**src/rtl/id_stage.sv**
```systemverilog
// Instruction decode stage: control decode, 32x32 register file with write-through
// bypass, load-use hazard detection and the ID/EX pipeline register.
module id_stage #(
  parameter logic [31:0] NOP_INST = 32'h00000000
) (
  input  logic        clk,
  input  logic        reset,
  input  logic [31:0] IF_ID_Inst,
  input  logic [31:0] IF_ID_NewPC,
  input  logic        EX_MEM_Seletor,
  input  logic        WB_RegWrite,
  input  logic [4:0]  WB_WriteReg,
  input  logic [31:0] WB_WriteData,
  output logic        hazard,
  output logic        ID_EX_RegWrite,
  output logic        ID_EX_MemtoReg,
  output logic        ID_EX_MemRead,
  output logic        ID_EX_MemWrite,
  output logic        ID_EX_Branch,
  output logic        ID_EX_ALUSrc,
  output logic        ID_EX_RegDst,
  output logic [1:0]  ID_EX_ALUOp,
  output logic [31:0] ID_EX_NewPC,
  output logic [31:0] ID_EX_ReadData1,
  output logic [31:0] ID_EX_ReadData2,
  output logic [31:0] ID_EX_SignExt,
  output logic [4:0]  ID_EX_Rs,
  output logic [4:0]  ID_EX_Rt,
  output logic [4:0]  ID_EX_Rd
);

  logic [5:0]  w_op;
  logic [4:0]  w_rs;
  logic [4:0]  w_rt;
  logic [4:0]  w_rd;
  logic [31:0] w_sext;

  assign w_op   = IF_ID_Inst[31:26];
  assign w_rs   = IF_ID_Inst[25:21];
  assign w_rt   = IF_ID_Inst[20:16];
  assign w_rd   = IF_ID_Inst[15:11];
  assign w_sext = {{16{IF_ID_Inst[15]}}, IF_ID_Inst[15:0]};

  logic       w_reg_write;
  logic       w_memto_reg;
  logic       w_mem_read;
  logic       w_mem_write;
  logic       w_branch;
  logic       w_alu_src;
  logic       w_reg_dst;
  logic [1:0] w_alu_op;

  always_comb begin
    w_reg_write = 1'b0;
    w_memto_reg = 1'b0;
    w_mem_read  = 1'b0;
    w_mem_write = 1'b0;
    w_branch    = 1'b0;
    w_alu_src   = 1'b0;
    w_reg_dst   = 1'b0;
    w_alu_op    = 2'b00;
    // The bubble word takes precedence even though it may alias a valid R-type.
    if (IF_ID_Inst != NOP_INST) begin
      case (w_op)
        6'h00: begin
          w_reg_write = 1'b1;
          w_reg_dst   = 1'b1;
          w_alu_op    = 2'b10;
        end
        6'h23: begin
          w_reg_write = 1'b1;
          w_memto_reg = 1'b1;
          w_mem_read  = 1'b1;
          w_alu_src   = 1'b1;
        end
        6'h2B: begin
          w_mem_write = 1'b1;
          w_alu_src   = 1'b1;
        end
        6'h04: begin
          w_branch = 1'b1;
          w_alu_op = 2'b01;
        end
        default: ;
      endcase
    end
  end

  logic [31:0] r_regs [32];
  logic        w_wb_en;

  assign w_wb_en = WB_RegWrite && (WB_WriteReg != 5'd0);

  always_ff @(posedge clk or negedge reset) begin
    if (!reset) begin
      for (int i = 0; i < 32; i++) r_regs[i] <= 32'h0;
    end else if (w_wb_en) begin
      r_regs[WB_WriteReg] <= WB_WriteData;
    end
  end

  logic [31:0] w_rd1;
  logic [31:0] w_rd2;

  // Writeback in the same cycle is forwarded so decode never sees a stale value.
  assign w_rd1 = (w_rs == 5'd0) ? 32'h0 :
                 (w_wb_en && WB_WriteReg == w_rs) ? WB_WriteData : r_regs[w_rs];
  assign w_rd2 = (w_rt == 5'd0) ? 32'h0 :
                 (w_wb_en && WB_WriteReg == w_rt) ? WB_WriteData : r_regs[w_rt];

  logic w_load_use;
  logic w_bubble;

  assign w_load_use = ID_EX_MemRead && (ID_EX_Rt != 5'd0) &&
                      ((ID_EX_Rt == w_rs) || (ID_EX_Rt == w_rt));
  assign hazard     = w_load_use && !EX_MEM_Seletor;
  assign w_bubble   = hazard || EX_MEM_Seletor;

  always_ff @(posedge clk or negedge reset) begin
    if (!reset) begin
      ID_EX_RegWrite  <= 1'b0;
      ID_EX_MemtoReg  <= 1'b0;
      ID_EX_MemRead   <= 1'b0;
      ID_EX_MemWrite  <= 1'b0;
      ID_EX_Branch    <= 1'b0;
      ID_EX_ALUSrc    <= 1'b0;
      ID_EX_RegDst    <= 1'b0;
      ID_EX_ALUOp     <= 2'b00;
      ID_EX_NewPC     <= 32'h0;
      ID_EX_ReadData1 <= 32'h0;
      ID_EX_ReadData2 <= 32'h0;
      ID_EX_SignExt   <= 32'h0;
      ID_EX_Rs        <= 5'd0;
      ID_EX_Rt        <= 5'd0;
      ID_EX_Rd        <= 5'd0;
    end else begin
      ID_EX_RegWrite  <= w_bubble ? 1'b0  : w_reg_write;
      ID_EX_MemtoReg  <= w_bubble ? 1'b0  : w_memto_reg;
      ID_EX_MemRead   <= w_bubble ? 1'b0  : w_mem_read;
      ID_EX_MemWrite  <= w_bubble ? 1'b0  : w_mem_write;
      ID_EX_Branch    <= w_bubble ? 1'b0  : w_branch;
      ID_EX_ALUSrc    <= w_bubble ? 1'b0  : w_alu_src;
      ID_EX_RegDst    <= w_bubble ? 1'b0  : w_reg_dst;
      ID_EX_ALUOp     <= w_bubble ? 2'b00 : w_alu_op;
      ID_EX_NewPC     <= IF_ID_NewPC;
      ID_EX_ReadData1 <= w_rd1;
      ID_EX_ReadData2 <= w_rd2;
      ID_EX_SignExt   <= w_sext;
      ID_EX_Rs        <= w_rs;
      ID_EX_Rt        <= w_rt;
      ID_EX_Rd        <= w_rd;
    end
  end

endmodule

```
**config.mk**
```make
export PLATFORM = sky130hd
export DESIGN_NAME = id_stage
export DESIGN_NICKNAME = d
export VERILOG_FILES = /design/src/rtl/id_stage.sv
export SDC_FILE = /design/constraint.sdc
export NUM_CORES = 2
export LEC_CHECK = 0
export BUFFER_PORTS_ARGS = -buffer_cell sky130_fd_sc_hd__buf_2
export CAP_MARGIN = 20
export CORE_MARGIN = 4
export CORE_UTILIZATION = 50
export CTS_BUF_LIST = sky130_fd_sc_hd__clkbuf_4 sky130_fd_sc_hd__clkbuf_8
export CTS_CLUSTER_DIAMETER = 50
export DETAILED_ROUTE_END_ITERATION = 6
export HOLD_SLACK_MARGIN = 0.1
export PLACE_DENSITY = 0.67
export SYNTH_ARGS = -nofsm -noshare
export SYNTH_HDL_FRONTEND = slang
export SYNTH_SLANG_ARGS = --single-unit
```
**constraint.sdc**
```tcl
create_clock -name clk -period 2.6 [get_ports clk]
set_clock_uncertainty 0.1 [all_clocks]
set_input_delay 0.26 -clock clk [delete_from_list [all_inputs] [get_ports clk]]
set_output_delay 0.26 -clock clk [all_outputs]
set_load 0.005 [all_outputs]
```
==> results.json <==
{
  "status": "complete, no violations",
  "syn_inst": 3963,
  "worst_ep_required_time_ps": 2240,
  "start_util": 0.505,
  "grt_pass1_vias": 41769,
  "antenna_found_initial": 10,
  "drt_wl_total_um": 199000,
  "period_needed_ps": 2590,
  "hold_viol": 0,
  "synth_nets": 4068,
  "cpMaxStageDelayCell": "dfrtp_1",
  "cts_buffers": 197,
  "clock.fmax_mhz": 387,
  "path_cells": "xnor2_1, nand3_1, o22ai_4, and4b_1, buf_2",
  "rows": 125,
  "synth_edf_count": 0,
  "clock_path_buffers": 3,
  "die_w_um": 351,
  "finalPower_w": 0.0512,
  "timing.hold.ws_ps": 184,
  "seq_area_frac_synth": 0.491,
  "die_y_um": 351,
  "cp.depth": 5,
  "drt-pass1-iter-count": 5,
  "fin_nets": 4563,
  "p_leak_nw": 30.9,
  "ir_drop_v": 0.000602,
  "power.density_nw_per_um2": 736,
  "slew_headroom": 0.396,
  "netlist-cell-type-count": 57,
  "drc": 0,
  "coreArea_um2": 116000,
  "crit_type": "register to primary output",
  "dp_hpwl_um": 121000,
  "rsz0062_at_grt": "true",
  "drive_gt1_frac": 0.530,
  "synthToLayoutAreaGrowth_pct": 18.4,
  "crit_path_max_incr_delay_ps": 430,
  "grt_max_degree": 96,
  "h-tree-depth": 4,
  "cts.clk_slew.worst_paths_ps": 70,
  "arrival_ps": 2230,
  "hp-class": "input pin to register",
  "seq_area_um2": 28900,
  "gp_congestion": 0.863,
  "vias_per_cell": 6.65,
  "root_buffer": "clkbuf_8",
  "dr.first_iter.drc_count": 4362,
  "final_max_slew_viol_count": 0,
  "antenna_left": 0,
  "die-area_um2": 123000,
  "clk_latency_ps": 940,
  "yosysWarnings": 0,
  "multi_input_area_um2": 28000,
  "cts_tree": "built",
  "routedWlPerCell_um": 32.5,
  "asyncSetResetFlopFracSynth": 1.00,
  "syn_area_per_cell_um2": 14.8,
  "num_vias": 40807,
  "worstMarginPinSlew_ps": 904,
  "period_share": 0.995,
  "portBuffers": 257,
  "grt_overflow": 0,
  "setup_violations": 0,
  "setup.worst_path.end_class": "primary output",
  "cts.sinks": 1154,
  "grtUsageTotal": 0.326,
  "cap_violations": 0,
  "cp-start-kind": "register",
  "ys_seq_elements": 1154,
  "grt_pass1_wl_um": 291000,
  "min_path_cells": 3,
  "crit_path_max_fanout": 3,
  "cp_num_buf_inv": 1,
  "pin_count": 258,
  "rr_worst_depth": 6,
  "crit_family": "flip-flops",
  "synth_ff_type": "dfrtp_1",
  "fillers": 9003,
  "setup_tns_ps": 0,
  "syn_area_um2": 58800
}
[final timing paths]
path                                            endpoint                     start  slack (ps)
min in group asynchronous          ID_EX_Rd[4]$_DFF_PN0_                     reset         580
worst min-delay path               ID_EX_Rs[2]$_DFF_PN0_            IF_ID_Inst[23]         180
worst max register to register    ID_EX_Branch$_DFF_PN0_     ID_EX_Rt[3]$_DFF_PN0_         280
max in group asynchronous        r_regs[503]$_DFFE_PN0P_                     reset        1040
worst max-delay path                              hazard     ID_EX_Rt[3]$_DFF_PN0_          10
worst min register to register  r_regs[1019]$_DFFE_PN0P_  r_regs[1019]$_DFFE_PN0P_         290
[power by group]
| group | internal [W] | switching [W] | total [W] |
|---|---|---|---|
| registers | 0.0212 | 0.00244 | 0.0237 |
| clock network | 0.00961 | 0.00784 | 0.0174 |
| logic | 0.00609 | 0.00402 | 0.0101 |
| total | 0.0369 | 0.0143 | 0.0512 |
[repair_timing]
action	CTS	global route
endpoints found under the hold margin	2276	0
buffers inserted	1	2
hold buffers	176	0
gates resized for setup	2	4
pin swaps	1	1
setup endpoints to repair	1	6
[cell usage after synthesis, types with 4 or more instances]
library cell	count	share of area
o221ai_1	4	0.00060
buf_2	109	0.0093
buf_6	15	0.0029
o22ai_1	37	0.0039
mux4_2	427	0.16
a221oi_1	17	0.0025
a22o_1	26	0.0039
or3_1	4	0.00043
clkbuf_1	213	0.014
a211oi_1	27	0.0034
a2111oi_0	9	0.0013
buf_1	60	0.0038
o21ai_0	29	0.0025
and2_1	7	0.00075
or2_2	4	0.00043
mux2_2	1034	0.20
nor2_1	93	0.0059
nand3_1	22	0.0019
a22oi_1	97	0.012
a311oi_1	6	0.00089
nor2b_1	16	0.0017
o31ai_1	18	0.0023
o32a_1	16	0.0027
a32oi_1	4	0.00060
nand2_1	59	0.0038
a221o_1	11	0.0019
and3_1	8	0.00085
and3b_1	9	0.0013
a21oi_1	15	0.0013
nor4_1	11	0.0012
xnor2_1	19	0.0028
nor3_1	44	0.0037
a31oi_1	6	0.00064
nand2b_1	6	0.00064
nand4_1	14	0.0015
a211o_1	13	0.0019
buf_4	52	0.0066
dfrtp_1	1154	0.49
mux2i_1	202	0.034
nor3b_1	15	0.0019
inv_1	4	0.00026
[per-layer routing]
layer | track usage | routed length, um | up-vias
met1 | 0.443 | 79600 | 21739
met4 | 0.134 | 8870 | 8
met5 | 0 | 57 | -
met3 | 0.0904 | 19500 | 563
li1 | - | - | 16249
met2 | 0.497 | 91200 | 2248
[sequential cells by signal, summed over array words and instances (netlist names)]
name	flops
ID_EX_SignExt	15
ID_EX_Rd	1
ID_EX_MemRead	1
ID_EX_ReadData1	32
ID_EX_Rt	5
ID_EX_RegWrite	1
ID_EX_ALUOp	2
ID_EX_Branch	1
ID_EX_ReadData2	32
ID_EX_Rs	5
ID_EX_MemWrite	1
ID_EX_NewPC	32
ID_EX_RegDst	1
r_regs	1024
ID_EX_ALUSrc	1
[layout by cell type, fill, tap and decap left out, drive strengths merged, types with 15 or more instances in the layout]
master / count
a22o: 26
a22oi: 97
o31ai: 18
a21oi: 15
nor3b: 15
a211oi: 27
dfrtp: 1154
nor3: 44
mux2: 1034
mux4: 427
clkinv: 28
nor2: 93
a221oi: 17
xnor2: 19
mux2i: 202
nor2b: 16
o32a: 16
clkbuf: 306
nand3: 22
buf: 572
dlygate4sd3: 175
o21ai: 29
o22ai: 37
nand2: 59
[worst register-to-register path: stages, from the launching register on]
cell and delay, ps:
dfrtp_1 430, buf_4 160, nor2_1 110, nand2_1 150
a311o_2 500, nor4_1 210, dlygate4sd3_1 600
[cell type report]
type,count,share of cell area
Antenna cell,7,0.000252
Clock buffer,305,0.0547
Clock inverter,45,0.00536
Inverter,6,0.000324
Multi-Input combinational cell,2351,0.402
Sequential cell,1154,0.415
Tap cell,1524,0.0274
Timing Repair Buffer,748,0.0953
[per-stage QoR]
| step | setup WS [ps] | area, um^2 | utilization | std cells |
|---|---|---|---|---|
| 4_1_cts | -91.5 | 69600 | 0.598 | 6131 |
| 3_5_place_dp | -18.3 | 63600 | 0.546 | 5604 |
| 6_report | 13.8 | 69600 | 0.598 | 6140 |
| 2_1_floorplan | 411 | 58800 | - | 3963 |
| 5_1_grt | -101 | 69600 | 0.598 | 6135 |
| 3_3_place_gp | 8.39 | 63600 | 0.546 | 5603 |
[kinds of logic (layout without fill, tap and decap cells)]
kind of cell,Yosys count,after routing,synth area share
compound gates,341,341,0.0437
xor+xnor,20,20,0.00298
buf+inv,458,1104,0.0374
flops,1154,1154,0.491
mux,1663,1663,0.396
other cells,0,7,0
simple gates,327,327,0.0283
Note: power is estimated with default switching activity, not from simulation.
